==> config.mk <==
export PLATFORM = sky130hd
export DESIGN_NAME = uart_tx_frame
export DESIGN_NICKNAME = d
export VERILOG_FILES = /design/src/rtl/uart_pkg.sv /design/src/rtl/uart_parity_calc.sv /design/src/rtl/uart_tx_frame.sv
export SDC_FILE = /design/constraint.sdc
export NUM_CORES = 1
export LEC_CHECK = 0
export ABC_AREA = 1
export CORE_UTILIZATION = 31
export DETAILED_ROUTE_END_ITERATION = 10
export MAX_ROUTING_LAYER = met4
export PLACE_DENSITY = 0.53
export SLEW_MARGIN = 20
export SYNTH_ARGS = -nofsm -noshare
export SYNTH_HDL_FRONTEND = slang
export SYNTH_SLANG_ARGS = --single-unit
==> constraint.sdc <==
create_clock -name CLK -period 3.76 [get_ports CLK]
set_input_delay 0.752 -clock CLK [delete_from_list [all_inputs] [get_ports CLK]]
set_output_delay 0.752 -clock CLK [all_outputs]
set_load 0.02 [all_outputs]
==> src/rtl/uart_pkg.sv <==
// Shared definitions for the UART transmit path: framer state encoding,
// parity-type constants and the legal parameter ranges.
package uart_pkg;

    typedef enum logic [2:0] {
        IDLE,
        START,
        DATA,
        PARITY,
        STOP
    } tx_state_t;

    localparam logic PAR_EVEN = 1'b0;
    localparam logic PAR_ODD  = 1'b1;

    localparam int DATA_WIDTH_MIN = 5;
    localparam int DATA_WIDTH_MAX = 9;
    localparam int STOP_BITS_MIN  = 1;
    localparam int STOP_BITS_MAX  = 2;

endpackage

==> src/rtl/uart_parity_calc.sv <==
// Combinational parity generator for one UART data word; even parity makes
// the total count of ones (data + parity) even, odd parity makes it odd.
module uart_parity_calc
    import uart_pkg::*;
#(
    parameter int DATA_WIDTH = 8
) (
    input  logic [DATA_WIDTH-1:0] data,
    input  logic                  par_typ,
    output logic                  parity_bit
);

    // NOTE: default assignment first so no path through the block infers a latch.
    always_comb begin
        parity_bit = ^data;
        case (par_typ)
            PAR_EVEN: parity_bit = ^data;
            PAR_ODD:  parity_bit = ~^data;
        endcase
    end

endmodule

==> src/rtl/uart_tx_frame.sv <==
// UART transmit framer: accepts a word on a valid/ready handshake and shifts
// out start, data (LSB first), optional parity and stop bits from a flop.
module uart_tx_frame
    import uart_pkg::*;
#(
    parameter int DATA_WIDTH   = 8,
    parameter int CLKS_PER_BIT = 16,
    parameter int STOP_BITS    = 1
) (
    input  logic                  CLK,
    input  logic                  RST,
    input  logic [DATA_WIDTH-1:0] P_DATA,
    input  logic                  DATA_VALID,
    output logic                  DATA_READY,
    input  logic                  PAR_EN,
    input  logic                  PAR_TYP,
    output logic                  TX_OUT,
    output logic                  BUSY
);

    localparam int CNT_W = $clog2(DATA_WIDTH);
    localparam int TMR_W = (CLKS_PER_BIT > 1) ? $clog2(CLKS_PER_BIT) : 1;

    localparam logic [TMR_W-1:0] LAST_TICK = TMR_W'(CLKS_PER_BIT - 1);
    localparam logic [CNT_W-1:0] LAST_BIT  = CNT_W'(DATA_WIDTH - 1);
    localparam logic [CNT_W-1:0] LAST_STOP = CNT_W'(STOP_BITS - 1);

    if (DATA_WIDTH < DATA_WIDTH_MIN || DATA_WIDTH > DATA_WIDTH_MAX ||
        STOP_BITS < STOP_BITS_MIN || STOP_BITS > STOP_BITS_MAX ||
        CLKS_PER_BIT < 1) begin : g_bad_params
        $error("uart_tx_frame: parameter out of legal range");
    end

    tx_state_t             state;
    logic [TMR_W-1:0]      bit_tmr;
    logic [CNT_W-1:0]      bit_cnt;
    logic [CNT_W-1:0]      next_cnt;
    logic [DATA_WIDTH-1:0] data_q;
    logic                  par_en_q;
    logic                  par_typ_q;
    logic                  parity_bit;
    logic                  bit_done;

    assign bit_done = (bit_tmr == LAST_TICK);
    assign next_cnt = bit_cnt + 1'b1;

    uart_parity_calc #(
        .DATA_WIDTH (DATA_WIDTH)
    ) u_parity (
        .data       (data_q),
        .par_typ    (par_typ_q),
        .parity_bit (parity_bit)
    );

    // NOTE: sequential state uses non-blocking assignments only, so every
    // branch below sees the pre-edge values of state, bit_tmr and bit_cnt.
    always_ff @(posedge CLK) begin
        if (RST) begin
            state      <= IDLE;
            bit_tmr    <= '0;
            bit_cnt    <= '0;
            data_q     <= '0;
            par_en_q   <= 1'b0;
            par_typ_q  <= 1'b0;
            TX_OUT     <= 1'b1;
            BUSY       <= 1'b0;
            DATA_READY <= 1'b1;
        end else begin
            if (state != IDLE) begin
                bit_tmr <= bit_done ? '0 : bit_tmr + 1'b1;
            end

            case (state)
                IDLE: begin
                    if (DATA_VALID) begin
                        data_q     <= P_DATA;
                        par_en_q   <= PAR_EN;
                        par_typ_q  <= PAR_TYP;
                        bit_tmr    <= '0;
                        bit_cnt    <= '0;
                        state      <= START;
                        TX_OUT     <= 1'b0;
                        BUSY       <= 1'b1;
                        DATA_READY <= 1'b0;
                    end
                end
                START: begin
                    if (bit_done) begin
                        state  <= DATA;
                        TX_OUT <= data_q[0];
                    end
                end
                DATA: begin
                    if (bit_done) begin
                        if (bit_cnt == LAST_BIT) begin
                            bit_cnt <= '0;
                            if (par_en_q) begin
                                state  <= PARITY;
                                TX_OUT <= parity_bit;
                            end else begin
                                state  <= STOP;
                                TX_OUT <= 1'b1;
                            end
                        end else begin
                            bit_cnt <= next_cnt;
                            TX_OUT  <= data_q[next_cnt];
                        end
                    end
                end
                PARITY: begin
                    if (bit_done) begin
                        state  <= STOP;
                        TX_OUT <= 1'b1;
                    end
                end
                STOP: begin
                    // bit_cnt is reused here to count stop bits
                    if (bit_done) begin
                        if (bit_cnt == LAST_STOP) begin
                            bit_cnt    <= '0;
                            state      <= IDLE;
                            BUSY       <= 1'b0;
                            DATA_READY <= 1'b1;
                        end else begin
                            bit_cnt <= next_cnt;
                        end
                    end
                end
                default: begin
                    state      <= IDLE;
                    TX_OUT     <= 1'b1;
                    BUSY       <= 1'b0;
                    DATA_READY <= 1'b1;
                end
            endcase
        end
    end

endmodule

### After elaboration in Yosys (flattened, before gate mapping)

Index checks and enable logic that the tools add are counted.

* input bits: 13
* output and inout bits: 3
* flip-flop bits (word level): 23
* word-level logic and storage cells: 76

* magnitude comparators: 1
* equality and inequality tests: 13
* reductions and logical operators: 12
* bitwise logic cells: 3
* mux-type cells: 36
* $add $sub $neg: 2

Operators by type and width (count)
* 2-to-1 mux 3 bit: 13
* 2-to-1 mux 4 bit: 4
* one-hot mux 3 bit (5 select lines): 1
* inequality test 2 bit (second input constant): 7
* 2-to-1 mux 1 bit: 12
* one-hot mux 3 bit (3 select lines): 1
* AND reduction 4 bit: 2
* XNOR reduction 8 bit: 1
* parity 8 bit: 1
* AND reduction 7 bit: 1
* == test 3 x 2 -> 1 bit (second input constant): 2
* == test 3 bit (second input constant): 2
* zero test 3 bit: 2
* one-hot mux 1 bit (3 select lines): 2
* nonzero test 3 bit: 2
* one-hot mux 1 bit (5 select lines): 1
* AND reduction 5 bit: 1
* adder 4 x 1 -> 4 bit (second input constant): 1
* == test 4 bit (second input constant): 1
* less-than comparator 3 x 4 -> 1 bit (second input constant): 1
* adder 3 x 1 -> 3 bit (second input constant): 1
* binary-select mux 1 bit (select 3 bit): 1
* == test 3 x 1 -> 1 bit (second input constant): 1
* inverter 1 bit: 3
* other kinds (3): 3

### Logic depth before layout (Yosys ltp)

* word-level depth: 6
* mapped depth: 13
* gate-level depth less buffers: 13

### Hierarchy

A second synthesis with hierarchy kept.

* cell total of the unflattened synthesis: 203
* area, all modules: 1378.8 um^2

Modules (own cells, without submodules)
* uart_tx_frame: cells each 165, instances 1, area an instance 1214.9 um^2, sequential area each 460.4 um^2
* uart_parity_calc: cells each 38, instances 1, area an instance 163.9 um^2, sequential area each 0.0 um^2

### Least setup slack after synthesis

Ideal clock, no wire load.

* path kind: input to register
* start: input RST
* end: register data_q[0]
* path slack: 2172 ps
* setup time: 128 ps
* stages: 5
* path buffers: 2
* required time: 3632 ps
* arrival: 1460 ps
* path through: clkbuf_1 inv_1 buf_1 o21ai_0 a21oi_1

RTL lines
* start: declaration: RTL line uart_tx_frame.sv:11 `input logic RST,`
* end signal: assignment: RTL line uart_tx_frame.sv:62 `data_q <= '0;`
* end signal: assignment: RTL line uart_tx_frame.sv:76 `data_q <= P_DATA;`
* end: declaration: RTL line uart_tx_frame.sv:38 `logic [DATA_WIDTH-1:0] data_q;`

### Final worst setup path

* start: register DATA_READY
* end: output DATA_READY

RTL lines
* start: declaration: RTL line uart_tx_frame.sv:14 `output logic DATA_READY,`
* start signal: assignment: RTL line uart_tx_frame.sv:67 `DATA_READY <= 1'b1;`
* start signal: assignment: RTL line uart_tx_frame.sv:84 `DATA_READY <= 1'b0;`
* start signal: assignment: RTL line uart_tx_frame.sv:123 `DATA_READY <= 1'b1;`

No word-level cell between the ends.

==> impl_results.md <==
* Run status: finished, final reports clean
* # rows at 23
* Worst Path Max Fanout at 2
* Deepest clock path buffer count at 2
* Yosys Warn Count at 0
* Clock slew seen by the registers of the worst setup and hold paths at 80 ps
* Overall overflow remaining after global route at 0
* Fill cells at 432
* Number of clock sinks at 23
* Flop-to-flop setup slack at 1980 ps
* Clk_skew at 5.37 ps
* Final setup violating endpoints at 0
* Critical path depth at 1
* P per Cell Area at 762 nW/um2
* Leakage power total at between 0.6 and 0.7 nW
* Rel. slew slack at 65.9%
* Fraction of final layout cells sized beyond drive strength 1 at 11.2%
* DRC violation total after the first TritonRoute iteration at 38
* Clock power share at 12.8%
* GRT Resource Usage Total at approximately 15%
* Height of the die at 67.6 um
* Area share of the largest cell type after synthesis at between 30% and 40%
* Internal power at 629 uW
* Total core area at 4060 um2
* Post-Synthesis Cells at approximately 200
* Final Max Tran Viols at 0
* Fraction of power consumed by sequential logic at 32.0%
* Critical path's slowest cell: sky130_fd_sc_hd__clkdlybuf4s50_1
* # resized after CTS at 0
* First-pass GRT wire length at 4.95 mm
* Worst setup path startpoint: DATA_READY
* Initial core utilization at 32.9%
* Remaining antenna violation count after routing at 0
* Hpwl dp at 2.19 mm
* Worst ir drop on vdd at between 0.3 and 0.4 mV
* Number of global-route vias before repair at 1169
* Port Buffer Count at 15
* Met3 demand-to-capacity share in global routing at 2.53%
* Post-route minimum period at between 1500 and 2000 ps
* CTS Buf Count at 3
* Kind of cell with the highest combined delay on the critical path: buffers and inverters
* Maximum level of the CTS H-tree at 1
* Busiest layer in global routing: met2
* Buffers plus inverters on the worst setup path at 1
* Max Cap Violations at 0
* Number of placed I/O pins at 16
* Met1 Resource Use GR at 17.5%
* Switching share of power at between 40% and 50%
* Wire length per cell after detailed routing at 10.8 um
* Count of distinct cell types in the synthesized netlist at 31
* HP Class: flop to flop
* RD Place Congestion at between 0.8 and 0.9
* Final hold violation count at 0
* Ratio of final minimum period to clock period at a little over half
* Setup repair after global routing missed its margin: false
* Synth Register Bits at 23
* Worst reg2reg endpoint: TX_OUT
* Combinational power share at 55.1%
* Count of buffers added by post-CTS timing repair for setup at 0
* Arrival time at the worst endpoint at 1200 ps
* Vias per Instance at 4.64
* Top-count cell post-synth: sky130_fd_sc_hd__nand2_1
* Async SR Flop Fraction at 0%
* Commonest cells in the synthesized netlist: sky130_fd_sc_hd__nand2_1 (46), sky130_fd_sc_hd__inv_1 (25), sky130_fd_sc_hd__a21oi_1 (23), sky130_fd_sc_hd__dfxtp_1 (23), sky130_fd_sc_hd__o21ai_0 (17)
* Avg Synthesized Cell Area at ~6.7 um2
* Area of the multi-input gates at approximately 740 um2
* Slew of the pin with the lowest slew margin at 511 ps
* Startpoint type of the worst setup path: flop
* Dominant synthesized flop cell: sky130_fd_sc_hd__dfxtp_1
* Sequence of cells on the critical path: clkdlybuf4s50_1
* Initial DRT Pass Iterations at 4
* Die width at 67.6 um
* Clock tree from TritonCTS: built
* Share of synthesized area occupied by flip-flops and latches at 34.5%
* Maximum cell stage delay along the critical path at 610 ps
* Final Total Pwr at ~1.2 mW
* CTS Hold Buffers Added at 0
* Number of enable flip-flop cells after synthesis at 0
* Maximum number of pins on one net before global-route repair at 21
* Insertion delay of the later-clocked pin in the worst-skew pair at between 200 and 300 ps
* Crit end category: output port
* Clock Root Buffer: sky130_fd_sc_hd__clkbuf_8
* Net count after synthesis at 216
* Number of inserted diodes at 0
* Storage cell area at 460 um2
* Number of DRC violations after detailed routing at 0
* Total Routed Length at 2.85 mm
* Termination of the worst setup path: DATA_READY
* Layout-stage area growth over the synthesis result at 18.2%
* Post-synth design cell area at 1330 um2
* Leading cell types by total area after synthesis: sky130_fd_sc_hd__dfxtp_1 (35%), sky130_fd_sc_hd__nand2_1 (13%), sky130_fd_sc_hd__a21oi_1 (8.6%), sky130_fd_sc_hd__inv_1 (7.0%), sky130_fd_sc_hd__o21ai_0 (6.4%)
* TNS Setup at 0 ps
* Antenna violations before repair at 0
* Critical Path RT at approximately 3000 ps
* Type of the setup path with the least slack: flop to output port
* Cell taking the most area after synthesis: sky130_fd_sc_hd__dfxtp_1
* Peak clock frequency supported by timing at between 500 and 600 MHz
* Startpoint of the worst-slack reg-to-reg timing path: bit_cnt[0]
* Worst r2r path cells at 13
* Final Net Count at 232
* Met2 GRT Util at between 20% and 30%
* Power dissipated by switching net loads at 572 uW
* Die ar. at roughly 4600 um2
* Count of vias placed by the detailed router at around 1.2k
## through the flow
step / cell area (um2) / utilization [%] / hold slack [ps] / setup WS (ps) / instances
floorplan: 1330 / - / 445 / 2170 / 199
global placement: 1530 / 37.7 / 470 / 1550 / 260
detailed placement: 1530 / 37.7 / 469 / 1500 / 260
CTS: 1580 / 38.9 / 481 / 1790 / 264
global route: 1580 / 38.9 / 499 / 1580 / 264
finish: 1580 / 38.9 / 471 / 1800 / 264
## sequential cells by signal (all words and copies together), names as in the netlist
| signal | flops |
|---|---|
| BUSY | 1 |
| par_typ_q | 1 |
| DATA_READY | 1 |
| data_q | 8 |
| bit_tmr | 4 |
| bit_cnt | 3 |
| state | 3 |
| TX_OUT | 1 |
| par_en_q | 1 |
## cells by family after synthesis
logic type                 synth area share, %
DFF                                       34.5
buffers and inverters                     10.1
AOI/OAI and AO/OA                         23.3
adders and majority gates                 3.75
and+or+nand+nor                           27.7
xor gates and xnor gates                 0.657
## cell type report
cell class              count  area share (%)
repair buffers             15            9.52
well taps                  50            3.97
flip-flops and latches     23            29.2
clock buffers               4            2.86
inverters                  32            7.62
multi-input cells         140            46.8
## metal layers
layer | vias up | wire (um)
met1 | 534 | 1400
met2 | 11 | 1320
met3 | 4 | 84
met5 | - | 0
li1 | 676 | -
met4 | 0 | 38
## cells in the final DEF (no fill, tap or decap), types with 2 or more instances in the layout
cell type,count
sky130_fd_sc_hd__a21oi_1,23
sky130_fd_sc_hd__dfxtp_1,23
sky130_fd_sc_hd__o21ai_0,17
sky130_fd_sc_hd__a21oi_2,3
sky130_fd_sc_hd__inv_1,25
sky130_fd_sc_hd__nand2_2,2
sky130_fd_sc_hd__nor2_1,10
sky130_fd_sc_hd__clkbuf_8,3
sky130_fd_sc_hd__nand3b_1,2
sky130_fd_sc_hd__inv_2,6
sky130_fd_sc_hd__clkdlybuf4s50_1,15
sky130_fd_sc_hd__a211oi_1,2
sky130_fd_sc_hd__ha_1,4
sky130_fd_sc_hd__o21ai_1,4
sky130_fd_sc_hd__nand3_1,10
sky130_fd_sc_hd__nor2_2,4
sky130_fd_sc_hd__nand2_1,46
## worst min-delay path by stage
stage / startpoint / to / slack [ps] / cells past startpoint
after floorplan: par_typ_q / par_typ_q / 450 / 2
after global placement: bit_tmr[1] / bit_tmr[1] / 470 / 2
after detailed placement: BUSY / BUSY / 470 / 2
after CTS: BUSY / BUSY / 480 / 2
after global routing: BUSY / BUSY / 500 / 2
final: BUSY / BUSY / 470 / 2
## power by group through the flow
stage	Combinational, mW	Sequential [mW]	Clock (mW)
CTS	0.670	0.385	0.161
floorplan	0.520	0.390	0
finish	0.662	0.385	0.154
global placement	0.669	0.394	0
detailed placement	0.668	0.391	0
global route	0.768	0.397	0.169
(Power assumes the default switching activity.)
